<file path="config.mk">
export PLATFORM = sky130hd
export DESIGN_NAME = cfi_log_queue
export DESIGN_NICKNAME = d
export VERILOG_FILES = /design/src/rtl/cfi_log_queue_pkg.sv /design/src/rtl/cfi_queue_stats.sv /design/src/rtl/cfi_log_queue.sv
export SDC_FILE = /design/constraint.sdc
export NUM_CORES = 1
export LEC_CHECK = 0
export CAP_MARGIN = 0
export CORE_AREA = 3 3 191 193
export CTS_BUF_LIST = sky130_fd_sc_hd__clkbuf_4
export CTS_CLUSTER_SIZE = 8
export DETAILED_ROUTE_END_ITERATION = 8
export DIE_AREA = 0 0 194 196
export PLACE_DENSITY = 0.82
export SETUP_SLACK_MARGIN = 0.02
export SYNTH_ARGS = -nofsm -noshare
export SYNTH_HDL_FRONTEND = slang
export SYNTH_SLANG_ARGS = --single-unit
</file>
<file path="constraint.sdc">
create_clock -name clk_i -period 7.7 [get_ports clk_i]
set_clock_uncertainty 0.15 [all_clocks]
set_input_delay 0.77 -clock clk_i [delete_from_list [all_inputs] [get_ports clk_i]]
set_output_delay 0.77 -clock clk_i [all_outputs]
set_load 0.05 [all_outputs]
</file>
<file path="src/rtl/cfi_log_queue_pkg.sv">
// Shared CFI trace types for the commit-side log queue and its backend.
// Holds the record layout, queue defaults and the full-queue handling mode.
package cfi_log_queue_pkg;

    typedef enum logic [1:0] {
        CFI_CALL   = 2'd0,
        CFI_RET    = 2'd1,
        CFI_JUMP   = 2'd2,
        CFI_BRANCH = 2'd3
    } cfi_kind_e;

    typedef struct packed {
        cfi_kind_e   kind;
        logic [31:0] pc;
        logic [31:0] target;
    } cfi_log_t;

    typedef enum logic {
        DROP_MODE_BACKPRESSURE = 1'b0,
        DROP_MODE_LOSSY        = 1'b1
    } drop_mode_e;

    localparam int unsigned CFI_QUEUE_DEPTH = 8;
    localparam int unsigned CFI_DROP_CNT_W  = 16;

    function automatic drop_mode_e drop_mode(input bit drop_on_full);
        return drop_on_full ? DROP_MODE_LOSSY : DROP_MODE_BACKPRESSURE;
    endfunction

endpackage

</file>
<file path="src/rtl/cfi_queue_stats.sv">
// Drop accounting for the lossy log queue: saturating drop counter plus a
// sticky overflow flag. Only rst_i clears either; queue flushes leave them.
module cfi_queue_stats #(
    parameter int unsigned CNT_W = 16
) (
    input  logic             clk_i,
    input  logic             rst_i,
    input  logic             drop_i,
    output logic [CNT_W-1:0] drop_cnt_o,
    output logic             overflow_o
);

    logic [CNT_W-1:0] r_drop_cnt;
    logic             r_overflow;

    // NOTE: sequential state uses non-blocking assignments so every flop samples pre-edge values.
    always_ff @(posedge clk_i) begin
        if (rst_i) begin
            r_drop_cnt <= '0;
            r_overflow <= 1'b0;
        end else if (drop_i) begin
            r_overflow <= 1'b1;
            if (r_drop_cnt != '1) begin
                r_drop_cnt <= r_drop_cnt + CNT_W'(1);
            end
        end
    end

    assign drop_cnt_o = r_drop_cnt;
    assign overflow_o = r_overflow;

endmodule

</file>
<file path="src/rtl/cfi_log_queue.sv">
// First-word-fall-through queue of CFI trace records between the commit-side
// tracer and cfi_backend; head stays stable until popped or flushed.
module cfi_log_queue
    import cfi_log_queue_pkg::*;
#(
    parameter int unsigned DEPTH        = CFI_QUEUE_DEPTH,
    parameter bit          DROP_ON_FULL = 1'b0,
    parameter int unsigned DROP_CNT_W   = CFI_DROP_CNT_W
) (
    input  logic                   clk_i,
    input  logic                   rst_i,
    input  logic                   flush_i,
    input  logic                   log_valid_i,
    input  cfi_log_t               log_i,
    output logic                   log_ready_o,
    output cfi_log_t               log_o,
    output logic                   queue_empty_o,
    output logic                   queue_full_o,
    input  logic                   queue_pop_i,
    output logic [$clog2(DEPTH):0] usage_o,
    output logic [DROP_CNT_W-1:0]  drop_cnt_o,
    output logic                   overflow_o
);

    localparam int unsigned        PTR_W    = $clog2(DEPTH);
    localparam int unsigned        CNT_W    = PTR_W + 1;
    localparam logic [CNT_W-1:0]   FULL_CNT = CNT_W'(DEPTH);
    localparam drop_mode_e         MODE     = drop_mode(DROP_ON_FULL);

    cfi_log_t         r_mem [DEPTH];
    logic [PTR_W-1:0] r_wr_ptr;
    logic [PTR_W-1:0] r_rd_ptr;
    logic [CNT_W-1:0] r_count;

    logic w_empty;
    logic w_full;
    logic w_push;
    logic w_pop;

    // Status is decoded from the registered count only, so ready never sees pop.
    assign w_empty = (r_count == '0);
    assign w_full  = (r_count == FULL_CNT);
    assign w_push  = log_valid_i && !w_full && !flush_i;
    assign w_pop   = queue_pop_i && !w_empty && !flush_i;

    always_ff @(posedge clk_i) begin
        if (rst_i || flush_i) begin
            r_wr_ptr <= '0;
            r_rd_ptr <= '0;
            r_count  <= '0;
        end else begin
            if (w_push) begin
                r_wr_ptr <= r_wr_ptr + PTR_W'(1);
            end
            if (w_pop) begin
                r_rd_ptr <= r_rd_ptr + PTR_W'(1);
            end
            case ({w_push, w_pop})
                2'b10:   r_count <= r_count + CNT_W'(1);
                2'b01:   r_count <= r_count - CNT_W'(1);
                default: r_count <= r_count;
            endcase
        end
    end

    // NOTE: the record array has no reset; log_o is masked while empty, so stale slots never leak out.
    always_ff @(posedge clk_i) begin
        if (w_push) begin
            r_mem[r_wr_ptr] <= log_i;
        end
    end

    // A push lands in a slot other than rd_ptr unless the queue is empty, keeping the head stable.
    assign log_o         = w_empty ? '0 : r_mem[r_rd_ptr];
    assign queue_empty_o = w_empty;
    assign queue_full_o  = w_full;
    assign usage_o       = r_count;

    generate
        if (MODE == DROP_MODE_LOSSY) begin : g_lossy
            logic w_drop;

            assign w_drop      = log_valid_i && w_full && !flush_i;
            assign log_ready_o = 1'b1;

            cfi_queue_stats #(
                .CNT_W (DROP_CNT_W)
            ) u_stats (
                .clk_i      (clk_i),
                .rst_i      (rst_i),
                .drop_i     (w_drop),
                .drop_cnt_o (drop_cnt_o),
                .overflow_o (overflow_o)
            );
        end else begin : g_backpressure
            assign log_ready_o = !w_full;
            assign drop_cnt_o  = '0;
            assign overflow_o  = 1'b0;
        end
    endgenerate

endmodule

</file>
Word-level counts from Yosys, hierarchy flattened
Memory sizes are Yosys's and may differ from the RTL's. A register that Yosys moved wholly into a read port is not among the register bits.
Cells that the tools add are included.
W data, S select, Z words.
{ "classes": {"n_mux": 6, "n_addsub": 4, "reduce_logical": 10, "eq_ne": 3} }
{ "ops": {"columns": ["operator", "n"], "rows": [
  ["$mux W66", 1],
  ["$pmux W4 S2", 1],
  ["$add A3 B1 Y3 const B", 2],
  ["$mux W3", 2],
  ["$add A4 B1 Y4 const B", 1],
  ["$eq A4 B4 Y1 const B", 1],
  ["$logic_and A1 B1 Y1", 4],
  ["$logic_not A4 Y1", 1],
  ["$sub A4 B1 Y4 const B", 1],
  ["$logic_not A1 Y1", 3],
  ["$eq A2 B1 Y1 const B", 1],
  ["$eq A2 B2 Y1 const B", 1],
  ["$mux W1", 2],
  ["$reduce_bool A2 Y1", 1],
  ["$logic_or A1 B1 Y1", 1]
]} }
{ "word_totals": {"ramBits": 528, "memories": 1, "elab_cells": 27, "reg_bits": 10} }
{ "mem_list": {"columns": ["memory", "depth", "width", "rd", "rd_clocked_by_memory_dff", "wr", "line_no", "text"], "rows": [
  ["r_mem", 8, 66, 1, 1, 1, "cfi_log_queue.sv:30", "cfi_log_t r_mem [DEPTH];"]
]} }

Depth between registers and ports, before layout
{ "depth": {"word_depth": 6, "depth_mapped": 11} }

Worst setup path after synthesis
Ideal clock, no wire load.
{ "synth_path": {"kind": "register to register", "from": "register r_count[1] (netlist: usage_o[1])", "to": "memory r_mem[0][0] in the netlist's numbering (enable)", "required_time_ps": 6979, "slack_ps": 729, "stages_incl_launch_ff": 6, "arrival_time_ps": 6249, "synth_period_minus_slack_ps": 6971, "cell_sequence": "dfxtp_1 or4b_1 buf_2 nand2_1 or3_1 nor3_1"} }
{ "synth_between": {"elab_chain_cells": 6} }
{ "synth_rtl": {"columns": ["item", "line_no", "text"], "rows": [
  ["start: declaration", "cfi_log_queue.sv:33", "logic [CNT_W-1:0] r_count;"],
  ["start signal: assignment", "cfi_log_queue.sv:59", "2'b10: r_count <= r_count + CNT_W'(1);"],
  ["start signal: assignment", "cfi_log_queue.sv:60", "2'b01: r_count <= r_count - CNT_W'(1);"],
  ["start signal: assignment", "cfi_log_queue.sv:61", "default: r_count <= r_count;"],
  ["$eq A4 B4 Y1", "cfi_log_queue.sv:42", "assign w_full = (r_count == FULL_CNT);"],
  ["$logic_not A1 Y1", null, null],
  ["net log_ready_o", "cfi_log_queue.sv:15", "output logic log_ready_o,"],
  ["$logic_and A1 B1 Y1 (2 in series)", "cfi_log_queue.sv:43", "assign w_push = log_valid_i && !w_full && !flush_i;"],
  ["$mux W1", "cfi_log_queue.sv:68", "if (w_push) begin"],
  ["$mux W1 (not written as such)", "cfi_log_queue.sv:69", "r_mem[r_wr_ptr] <= log_i;"],
  ["end: declaration", "cfi_log_queue.sv:30", null]
]} }
The timed path passes the listed nets, and every way through them passes these cells.

==> impl_metrics.env <==
export IMPL_dp_cells=1501
export IMPL_switchingPower_mw=1.20
export IMPL_fin_util_pct=70.2
export IMPL_critPathMaxFanout=44
export IMPL_grt_pass1_vias=10699
export IMPL_pre_cts_ws_ns=3.27
export IMPL_wl_um=40000
export IMPL_synth_seq_cells=541
export IMPL_synth_edff_count=528
export IMPL_clock_power_share_pct=39.7
export IMPL_grt_pass1_wl_um=62100
export IMPL_nNetsFinal=1258
export IMPL_rr_startpoint="usage_o[1]"
export IMPL_postPlaceCellArea_um2=22700
export IMPL_drt_first_pass_iters=5
export IMPL_rows=68
export IMPL_end_kind="primary output"
export IMPL_async_reset_ff_share_pct=0
export IMPL_synth_area_leaders="edfxtp_1 (76%), mux4_2 (14%), mux2i_1 (3.3%)"
export IMPL_setup_viol=0
export IMPL_setup_tns_ns=0
export IMPL_synth_area_um2=20800
export IMPL_grt_total_usage_pct=21.5
export IMPL_hpwlAfterDp_um=20900
export IMPL_die_w_um=194
export IMPL_seq_area_um2=16100
export IMPL_cts_buffers=134
export IMPL_total_power_mw=5.82
export IMPL_drv_slew=0
export IMPL_fin_crit_sh_pct=66.3
export IMPL_drt_iter0_drc=729
export IMPL_worst_slew_pin_slew_ns=1.14
export IMPL_numClockSinks=541
export IMPL_cp_endpoint="log_o[42]"
export IMPL_yosys_warnings=0
export IMPL_path_clk_slew_ns=0.06
export IMPL_gp_congestion=0.718
export IMPL_p_comb_share_pct=4.3
export IMPL_grt_busiest_layer="met2"
export IMPL_fmax_mhz=196
export IMPL_required_ns=6.78
export IMPL_worst_skew_pair_late_latency_ns=0.76
export IMPL_synth_distinct_cells=30
export IMPL_most_common_layout_cells="edfxtp_1 (528), clkbuf_4 (201), clkdlybuf4s50_1 (143), mux4_2 (132), nor2_1 (76)"
export IMPL_start_util_pct=60.0
export IMPL_slew_headroom_pct=24.0
export IMPL_hold_buffers=0
export IMPL_status="completed"
export IMPL_fin_crit_ns=5.10
export IMPL_grt_overflow=0
export IMPL_multi_input_area_um2=4410
export IMPL_numPortBuffers=143
export IMPL_dieArea_um2=38000
export IMPL_postRouteAntennaNets=0
export IMPL_arrival_ns=4.18
export IMPL_critPathLaunchType="register"
export IMPL_drive_gt1_share_pct=29.7
export IMPL_avgViaCountPerCell=5.85
export IMPL_avgSynthCellArea_um2=22.3
export IMPL_leakage_nw=7.63
export IMPL_routedWlPerCell_um=23.2
export IMPL_use_met3_pct=6.11
export IMPL_die_y_um=196
export IMPL_rsz0062_at_grt="no"
export IMPL_core_area_um2=34700
export IMPL_layout_commonest_cell="edfxtp_1"
export IMPL_hp_class="reg -> reg"
export IMPL_drv_cap=0
export IMPL_cts_resized=0
export IMPL_grt_max_degree=66
export IMPL_p_per_area_nw_per_um2=239
export IMPL_vdd_drop_max_uv=193
export IMPL_syn_inst=933
export IMPL_design_area_um2=24400
export IMPL_ys_flop_type="edfxtp_1"
export IMPL_cts_setup_buffers=0
export IMPL_io_pins=161
export IMPL_clock_tree_root_cell="clkbuf_4"
export IMPL_critical_path_class="reg -> out"
export IMPL_seq_area_frac_synth_pct=77.4
export IMPL_drc_errors=0
export IMPL_grt_use_met2_pct=35.0
export IMPL_clockBufferDepth=3
export IMPL_regToRegSetupSlack_ns=4.06
export IMPL_p_sw_share_pct=20.6
export IMPL_worst_slack_ns=2.60
export IMPL_synth_top_area_cell="edfxtp_1"
export IMPL_antenna_found_initial=5
export IMPL_whs_ns=0.391
export IMPL_worst_r2r_cell_count=11
export IMPL_area_growth_pct=17.0
export IMPL_cts_tree="yes"
export IMPL_reg2reg_to="usage_o[2]"
export IMPL_clock_tree_htree_level_count=4
export IMPL_p_seq_share_pct=56.0
export IMPL_final_hold_violation_count=0
export IMPL_stdcell_count=1724
export IMPL_p_int_mw=4.63
export IMPL_n_fill_cell=2121
export IMPL_yosys_area_top_type_share_pct=76.2
export IMPL_num_vias=10086
export IMPL_use_met1_pct=28.7
## sequential cells by signal, indices dropped and copies added (netlist names), named ones only
register and count:
r_rd_ptr 3, usage_o 4, r_wr_ptr 3, r_mem 528
## how the worst min path moves through the flow
stage,from,endpoint,slack [ns],cells past startpoint
final,r_rd_ptr[1],register,0.39,2
after global routing,r_rd_ptr[1],register,0.43,2
after CTS,r_rd_ptr[1],register,0.39,2
after detailed placement,r_rd_ptr[1],register,0.38,2
after global placement,r_wr_ptr[2],r_wr_ptr[2],0.36,2
after floorplan,r_rd_ptr[2],register,0.33,2
## cells in the mapped netlist (2+ instances only)
master	instances
or3_1	3
ha_1	5
nand2b_1	3
buf_4	17
buf_6	9
a21oi_1	3
nand3_1	2
edfxtp_1	528
clkbuf_1	14
buf_2	25
nor3_1	3
dfxtp_1	13
xor2_1	7
nand2_1	5
nor2_1	82
mux2i_1	69
mux4_2	132
## cell type report
| type | count | share of cell area (%) |
|---|---|---|
| sequential | 541 | 66.2 |
| antenna | 2 | 0.0205 |
| timing repair buffer | 162 | 6.46 |
| multi-input combinational | 342 | 18.1 |
| inverter | 1 | 0.0154 |
| clock buffer | 201 | 6.20 |
| clock inverter | 20 | 0.637 |
| tap | 455 | 2.34 |
## layer usage
| metal | share of wire [%] | routed length, µm |
|---|---|---|
| met5 | 0.090 | 36 |
| met4 | 1.6 | 628 |
| met3 | 7.7 | 3070 |
| met2 | 50 | 20100 |
| met1 | 40 | 16100 |
## logic make-up (layout without fill, tap and decap cells)
kind of cell	count (synthesis)	in the layout	share of synthesized area, %
buf+inv	66	384	1.97
other cells	1	19	0.0180
mux	202	202	17.7
xor+xnor	7	7	0.295
fa+ha+maj	5	5	0.301
simple gates	105	105	2.16
compound gates	6	6	0.180
flops	541	541	77.4
## worst max-delay path: stages, from the launching register on
cell and delay (ns):
dfxtp_4 0.95, buf_4 0.82, mux4_2 0.61, mux2i_1 0.17, nor2_1 0.09, clkdlybuf4s50_1 0.75
## power by group through the flow
stage | Combinational [mW] | Clock, mW | Sequential, mW
2_1_floorplan | 0.142 | 0 | 3.33
6_report | 0.250 | 2.31 | 3.26
5_1_grt | 0.266 | 2.54 | 3.26
3_5_place_dp | 0.251 | 0 | 3.33
3_3_place_gp | 0.246 | 0 | 3.33
4_1_cts | 0.252 | 2.38 | 3.26
(Power assumes the default switching activity.)
